`src/rtl/idma_pkg.sv`:
```
// Shared iDMA definitions: default AXI write-data widths and the
// staged write-beat type carried through the write-data buffer.
package idma_pkg;

  localparam int unsigned AXI_DATA_WID_DFLT = 256;
  localparam int unsigned AXI_STRBW_DFLT    = AXI_DATA_WID_DFLT / 8;

  // One write beat: data plus its byte strobes, always moved together.
  typedef struct packed {
    logic [AXI_DATA_WID_DFLT-1:0] data;
    logic [AXI_STRBW_DFLT-1:0]    strb;
  } wbeat_t;

endpackage

```
`src/rtl/idma_fifo_mem.sv`:
```
// Storage array for the write-data buffer: ENTRIES x wbeat_t,
// one synchronous write port and one asynchronous read port, no reset.
module idma_fifo_mem
  import idma_pkg::*;
#(
  parameter int unsigned ENTRIES = 15,
  parameter int unsigned AW      = $clog2(ENTRIES)
) (
  input  logic          clk,
  input  logic          we,
  input  logic [AW-1:0] waddr,
  input  wbeat_t        wdata,
  input  logic [AW-1:0] raddr,
  output wbeat_t        rdata
);

  wbeat_t mem [ENTRIES];

  // Write a beat into the addressed slot; contents are don't-care until written.
  always_ff @(posedge clk) begin
    if (we) begin
      mem[waddr] <= wdata;
    end
  end

  assign rdata = mem[raddr];

endmodule

```
`src/rtl/idma_wdata_buf.sv`:
```
// Write-data staging buffer: a registered head beat in front of a
// (DEPTH-1)-entry circular array, presented as a first-word-fall-through
// FIFO with flop-driven outputs, plus occupancy and sticky error status.
// The data/strobe widths must match the wbeat_t layout in idma_pkg.
module idma_wdata_buf
  import idma_pkg::*;
#(
  parameter int unsigned AXI_DATA_WID = AXI_DATA_WID_DFLT,
  parameter int unsigned AXI_STRBW    = AXI_DATA_WID / 8,
  parameter int unsigned DEPTH        = 16,
  parameter int unsigned AF_MARGIN    = 2,
  parameter int unsigned CNTW         = $clog2(DEPTH + 1)
) (
  input  logic                    aclk,
  input  logic                    aresetn,
  input  logic                    wr_cfg_init,
  input  logic                    in_valid,
  output logic                    in_ready,
  input  logic [AXI_DATA_WID-1:0] in_data,
  input  logic [AXI_STRBW-1:0]    in_strb,
  output logic                    wdata_fifo_empty_d,
  input  logic                    wdata_fifo_pop,
  output logic [AXI_DATA_WID-1:0] wdata_fifo_data_d,
  output logic [AXI_STRBW-1:0]    wdata_fifo_strb_d,
  output logic [CNTW-1:0]         fifo_cnt,
  output logic                    almost_full,
  output logic                    ovf_err,
  output logic                    udf_err
);

  localparam int unsigned     ENTRIES   = DEPTH - 1;
  localparam int unsigned     PTRW      = $clog2(ENTRIES);
  localparam logic [PTRW-1:0] PTR_LAST  = PTRW'(ENTRIES - 1);
  localparam logic [CNTW-1:0] CNT_FULL  = CNTW'(DEPTH);
  localparam logic [CNTW-1:0] ARR_FULL  = CNTW'(ENTRIES);
  localparam logic [CNTW-1:0] AF_LEVEL  = CNTW'(DEPTH - AF_MARGIN);

  // Array pointers wrap at ENTRIES, which is not a power of two.
  function automatic logic [PTRW-1:0] ptr_inc(input logic [PTRW-1:0] p);
    return (p == PTR_LAST) ? '0 : p + PTRW'(1);
  endfunction

  logic [PTRW-1:0] rd_ptr_reg, rd_ptr_next;
  logic [PTRW-1:0] wr_ptr_reg, wr_ptr_next;
  logic [CNTW-1:0] arr_cnt_reg, arr_cnt_next;
  logic [CNTW-1:0] cnt_reg, cnt_next;
  logic            head_valid_reg;
  wbeat_t          head_reg;
  logic            af_reg;
  logic            ovf_reg;
  logic            udf_reg;

  logic   push, pop, head_take, arr_empty;
  logic   arr_rd, arr_wr, bypass, ovf_hit;
  wbeat_t in_beat, arr_rdata;

  // Handshake decode and head-refill selection.
  always_comb begin
    push         = in_valid & in_ready;
    pop          = wdata_fifo_pop & head_valid_reg;
    in_beat.data = in_data;
    in_beat.strb = in_strb;
    arr_empty    = (arr_cnt_reg == '0);
    // Head needs a new beat when it is empty or being consumed.
    head_take    = ~head_valid_reg | pop;
    arr_rd       = head_take & ~arr_empty;
    // With nothing older queued, the incoming beat goes straight to the head.
    bypass       = head_take & arr_empty & push;
    arr_wr       = push & ~bypass;
    // Cannot happen while in_ready tracks the total count; kept as a guard.
    ovf_hit      = arr_wr & ~arr_rd & (arr_cnt_reg == ARR_FULL);

    rd_ptr_next  = arr_rd ? ptr_inc(rd_ptr_reg) : rd_ptr_reg;
    wr_ptr_next  = arr_wr ? ptr_inc(wr_ptr_reg) : wr_ptr_reg;

    arr_cnt_next = arr_cnt_reg;
    if (arr_wr && !arr_rd) begin
      arr_cnt_next = arr_cnt_reg + CNTW'(1);
    end else if (arr_rd && !arr_wr) begin
      arr_cnt_next = arr_cnt_reg - CNTW'(1);
    end

    cnt_next = cnt_reg;
    if (push && !pop) begin
      cnt_next = cnt_reg + CNTW'(1);
    end else if (pop && !push) begin
      cnt_next = cnt_reg - CNTW'(1);
    end
  end

  idma_fifo_mem #(
    .ENTRIES (ENTRIES),
    .AW      (PTRW)
  ) u_mem (
    .clk   (aclk),
    .we    (arr_wr & ~wr_cfg_init),
    .waddr (wr_ptr_reg),
    .wdata (in_beat),
    .raddr (rd_ptr_reg),
    .rdata (arr_rdata)
  );

  // Pointer, count, head and status registers; a flush keeps the head data.
  always_ff @(posedge aclk or negedge aresetn) begin
    if (!aresetn) begin
      rd_ptr_reg     <= '0;
      wr_ptr_reg     <= '0;
      arr_cnt_reg    <= '0;
      cnt_reg        <= '0;
      head_valid_reg <= 1'b0;
      head_reg       <= '0;
      af_reg         <= 1'b0;
      ovf_reg        <= 1'b0;
      udf_reg        <= 1'b0;
    end else if (wr_cfg_init) begin
      rd_ptr_reg     <= '0;
      wr_ptr_reg     <= '0;
      arr_cnt_reg    <= '0;
      cnt_reg        <= '0;
      head_valid_reg <= 1'b0;
      af_reg         <= 1'b0;
      ovf_reg        <= 1'b0;
      udf_reg        <= 1'b0;
    end else begin
      rd_ptr_reg  <= rd_ptr_next;
      wr_ptr_reg  <= wr_ptr_next;
      arr_cnt_reg <= arr_cnt_next;
      cnt_reg     <= cnt_next;
      af_reg      <= (cnt_next >= AF_LEVEL);
      ovf_reg     <= ovf_reg | ovf_hit;
      udf_reg     <= udf_reg | (wdata_fifo_pop & ~head_valid_reg);
      if (arr_rd) begin
        head_reg       <= arr_rdata;
        head_valid_reg <= 1'b1;
      end else if (bypass) begin
        head_reg       <= in_beat;
        head_valid_reg <= 1'b1;
      end else if (head_take) begin
        head_valid_reg <= 1'b0;
      end
    end
  end

  assign in_ready           = (cnt_reg < CNT_FULL);
  assign wdata_fifo_empty_d = ~head_valid_reg;
  assign wdata_fifo_data_d  = head_reg.data;
  assign wdata_fifo_strb_d  = head_reg.strb;
  assign fifo_cnt           = cnt_reg;
  assign almost_full        = af_reg;
  assign ovf_err            = ovf_reg;
  assign udf_err            = udf_reg;

endmodule

```
`config.mk`:
```
export PLATFORM = sky130hd
export DESIGN_NAME = idma_wdata_buf
export DESIGN_NICKNAME = d
export VERILOG_FILES = /design/src/rtl/idma_pkg.sv /design/src/rtl/idma_fifo_mem.sv /design/src/rtl/idma_wdata_buf.sv
export SDC_FILE = /design/constraint.sdc
export NUM_CORES = 2
export LEC_CHECK = 0
export CAP_MARGIN = 10
export CORE_MARGIN = 1
export CORE_UTILIZATION = 53
export DETAILED_ROUTE_END_ITERATION = 6
export PLACE_DENSITY = 0.7
export SETUP_SLACK_MARGIN = 0.1
export SLEW_MARGIN = 20
export SYNTH_ARGS = -nofsm -noshare
export SYNTH_HDL_FRONTEND = slang
export SYNTH_HIERARCHICAL = 1
export SYNTH_MEMORY_MAX_BITS = 65536
export SYNTH_SLANG_ARGS = --single-unit
export TNS_END_PERCENT = 50
```
`constraint.sdc`:
```
create_clock -name aclk -period 25.8 [get_ports aclk]
set_input_delay 5.16 -clock aclk [delete_from_list [all_inputs] [get_ports aclk]]
set_output_delay 5.16 -clock aclk [all_outputs]
set_load 0.02 [all_outputs]
```
==> flow_summary.json <==
{
  "cts_hold_buf": 0,
  "htree_levels": 5,
  "min_path_type": "flip-flop to flip-flop",
  "drc_errors": 0,
  "min_period_ns": 11.05,
  "path_cells": "clkdlybuf4s50_1 > nor2b_1 > o31ai_1 > nor2_1 > nand3b_1 > nor2_4 > buf_4 > buf_4 > buf_4 > buf_4",
  "fin_area_sq_um": 204000,
  "synth-seq-cells": 4630,
  "drive_above_1_share_pct": 17.8,
  "wirelength_microns": 410000,
  "crit_fanout": 60,
  "dpl-instance-area_sq_um": 189000,
  "p_leak_nw": 63.7,
  "nNetsFinal": 9872,
  "hpwlAfterDp_microns": 223000,
  "crit_slowest_cell": "buf_4",
  "grt_overflow": 0,
  "route.vias.total": 89552,
  "setup_ws_ns": 14.75,
  "worst_skew_pair.late_latency_ns": 0.98,
  "tightest_slew_ns": 1.16,
  "finalMaxSlewViolations": 0,
  "drt_first_pass_iters": 6,
  "cpMostUsedCell": "buf_4",
  "vdd_ir_drop_max_uv": 91.4,
  "synth_area_leaders": "edfxtp_1 (73%), mux4_2 (11%), dfrtp_1 (4.4%)",
  "die_w_microns": 582,
  "regToRegSetupSlack_ns": 18.26,
  "synth-warning-count": 6,
  "fin_skew_ns": 0.0627,
  "slew_headroom_pct": 22.7,
  "cts_buffer_depth": 4,
  "final_util_pct": 61.0,
  "crit_path_end_kind": "flip-flop",
  "ios": 591,
  "cts_resized": 0,
  "async_flop_share_pct": 6.70,
  "synth.most_common_cell": "edfxtp_1",
  "status": "finished clean",
  "ys_seq_area_share_pct": 77.1,
  "grt_pass1_vias": 91197,
  "largest_register_ffs": 4320,
  "post_cts_buffers": 0,
  "drv_cap": 0,
  "worstPathArrival_ns": 11.63,
  "cts_tree": "done",
  "syn2layout_area_growth_pct": 14.2,
  "drtAntennaViolNets": 0,
  "post-place-ws_ns": 13.79,
  "avgViaCountPerCell": 6.24,
  "die-area_sq_um": 339000,
  "rsz0062_at_grt": "no",
  "cts_root_buf": "clkbuf_16",
  "die_y_microns": 582,
  "synth.top_cell.area_share_pct": 72.8,
  "initial_utilization_pct": 53.4,
  "synth.distinct_cells": 53,
  "fmaxAchievable_mhz": 90.5,
  "grt_first_pass_wirelength_microns": 603000,
  "drt_iter0_drc": 9216,
  "avgSynthCellArea_sq_um": 20.0,
  "wire_per_inst_microns": 28.6,
  "grt.total_usage_pct": 24.0,
  "cp.required_ns": 26.38,
  "path_clk_slew_ns": 0.06,
  "place_congestion": 0.766,
  "post-place-cells": 13504,
  "cts_buffers": 449,
  "hold_violations": 0,
  "antenna_found_initial": 27,
  "syn-num-nets": 9219,
  "syn_area_sq_um": 178000,
  "core_sq_um": 334000,
  "stdcell_count": 14345,
  "slowest_delay_ns": 0.95,
  "syn_inst": 8916,
  "path_class": "primary input to flip-flop",
  "synth-edff-count": 4320,
  "top_register": "u_mem/mem",
  "p_per_area_nw_per_um2": 102,
  "synth_common_cells": "edfxtp_1 (4320), mux4_2 (909), nand2_1 (565)",
  "port_buffers": 590,
  "setup_viol": 0,
  "power.total_mw": 20.8,
  "cts_num_sinks": 4630,
  "critPathLaunchType": "primary input",
  "synth.largest_area_cell": "edfxtp_1",
  "finalCritPeriodShare_pct": 42.8,
  "rows": 212,
  "synthFlopType": "edfxtp_1",
  "grt_start_max_net_pins": 160
}
critical path, delay by kind of cell:
| kind | cells | cell delay [ns] |
|---|---|---|
| buf+inv | 5 | 3.68 |
| simple gates | 4 | 2.19 |
| compound gates | 1 | 0.40 |
final timing paths:
path | startpoint | end | cells after the start
worst max-delay path | in_valid | u_mem/mem[6][29]$_DFFE_PP_ | 10
worst min-delay path | wdata_fifo_data_d[22]$_DFFE_PN0P_ | wdata_fifo_data_d[22]$_DFFE_PN0P_ | 2
worst max register to register | rd_ptr_reg[1]$_DFFE_PN0P_ | wdata_fifo_data_d[240]$_DFFE_PN0P_ | 12
worst min register to register | wdata_fifo_data_d[22]$_DFFE_PN0P_ | wdata_fifo_data_d[22]$_DFFE_PN0P_ | 2
max in group asynchronous | aresetn | rd_ptr_reg[2]$_DFFE_PN0P_ | 3
min in group asynchronous | aresetn | wdata_fifo_strb_d[28]$_DFFE_PN0P_ | 1
report_power, final:
part | leakage (nW) | switching, mW | total (mW) | internal [mW]
clock | 7.25 | 2.79 | 6.59 | 3.80
combinational | 13.7 | 3.00 | 5.42 | 2.42
sequential | 42.7 | 0.224 | 8.81 | 8.59
layout make-up:
cell class                 instances  area, sq um
antenna                           14         35.0
clock buffer                     587        12100
clock inverter                   239         2750
fill                           22731       130000
inverter                          15         63.8
multi-input combinational       3709        38200
sequential                      4630       137000
tap                             4387         5490
timing repair buffer             764         7390
per-stage QoR:
stage	hold WS, ns	setup TNS (ns)
floorplan	0.534	-578.35
CTS	0.484	0
detailed placement	0.471	0
global route	0.498	0
finish	0.484	0
global placement	0.465	0
routing by layer:
| metal | global-route usage, % | part of all wire (%) |
|---|---|---|
| met4 | 5.19 | 2.1 |
| met1 | 34.9 | 42 |
| met3 | 4.21 | 8.0 |
| met5 | 0 | 0.011 |
| met2 | 38.5 | 48 |
cells in the final DEF (no fill, tap or decap), types with 18 or more instances in the layout:
cell / Yosys / routed
a21oi_1: 242 / 241
clkdlybuf4s50_1: 0 / 589
clkbuf_1: 249 / 108
o21ai_0: 374 / 374
dfrtp_1: 310 / 306
buf_4: 53 / 159
clkbuf_8: 0 / 25
bufinv_16: 0 / 48
edfxtp_1: 4320 / 4320
o22ai_1: 288 / 288
mux2_2: 20 / 20
clkinv_2: 0 / 67
a211oi_1: 208 / 208
o211a_1: 18 / 18
o221ai_1: 18 / 18
o21ai_1: 210 / 210
nor2b_1: 210 / 210
nand2b_1: 23 / 22
clkbuf_16: 0 / 454
mux2i_1: 516 / 516
o32ai_1: 18 / 18
clkinv_1: 0 / 75
nand2_1: 565 / 564
mux4_2: 909 / 909
cells by family (layout without fill, tap and decap cells):
kind of cell | Yosys count | count (layout) | share of synthesized area, %
other | 0 | 14 | 0
and+or+nand+nor | 858 | 858 | 2.20
muxes | 1445 | 1445 | 14.5
DFF | 4630 | 4630 | 77.1
AOI/OAI and AO/OA | 1393 | 1393 | 4.57
adders and majority gates | 10 | 10 | 0.0744
buffers and inverters | 577 | 1605 | 1.52
xor gates and xnor gates | 3 | 3 | 0.0147
No activity file was read; power rests on OpenSTA's default activity.
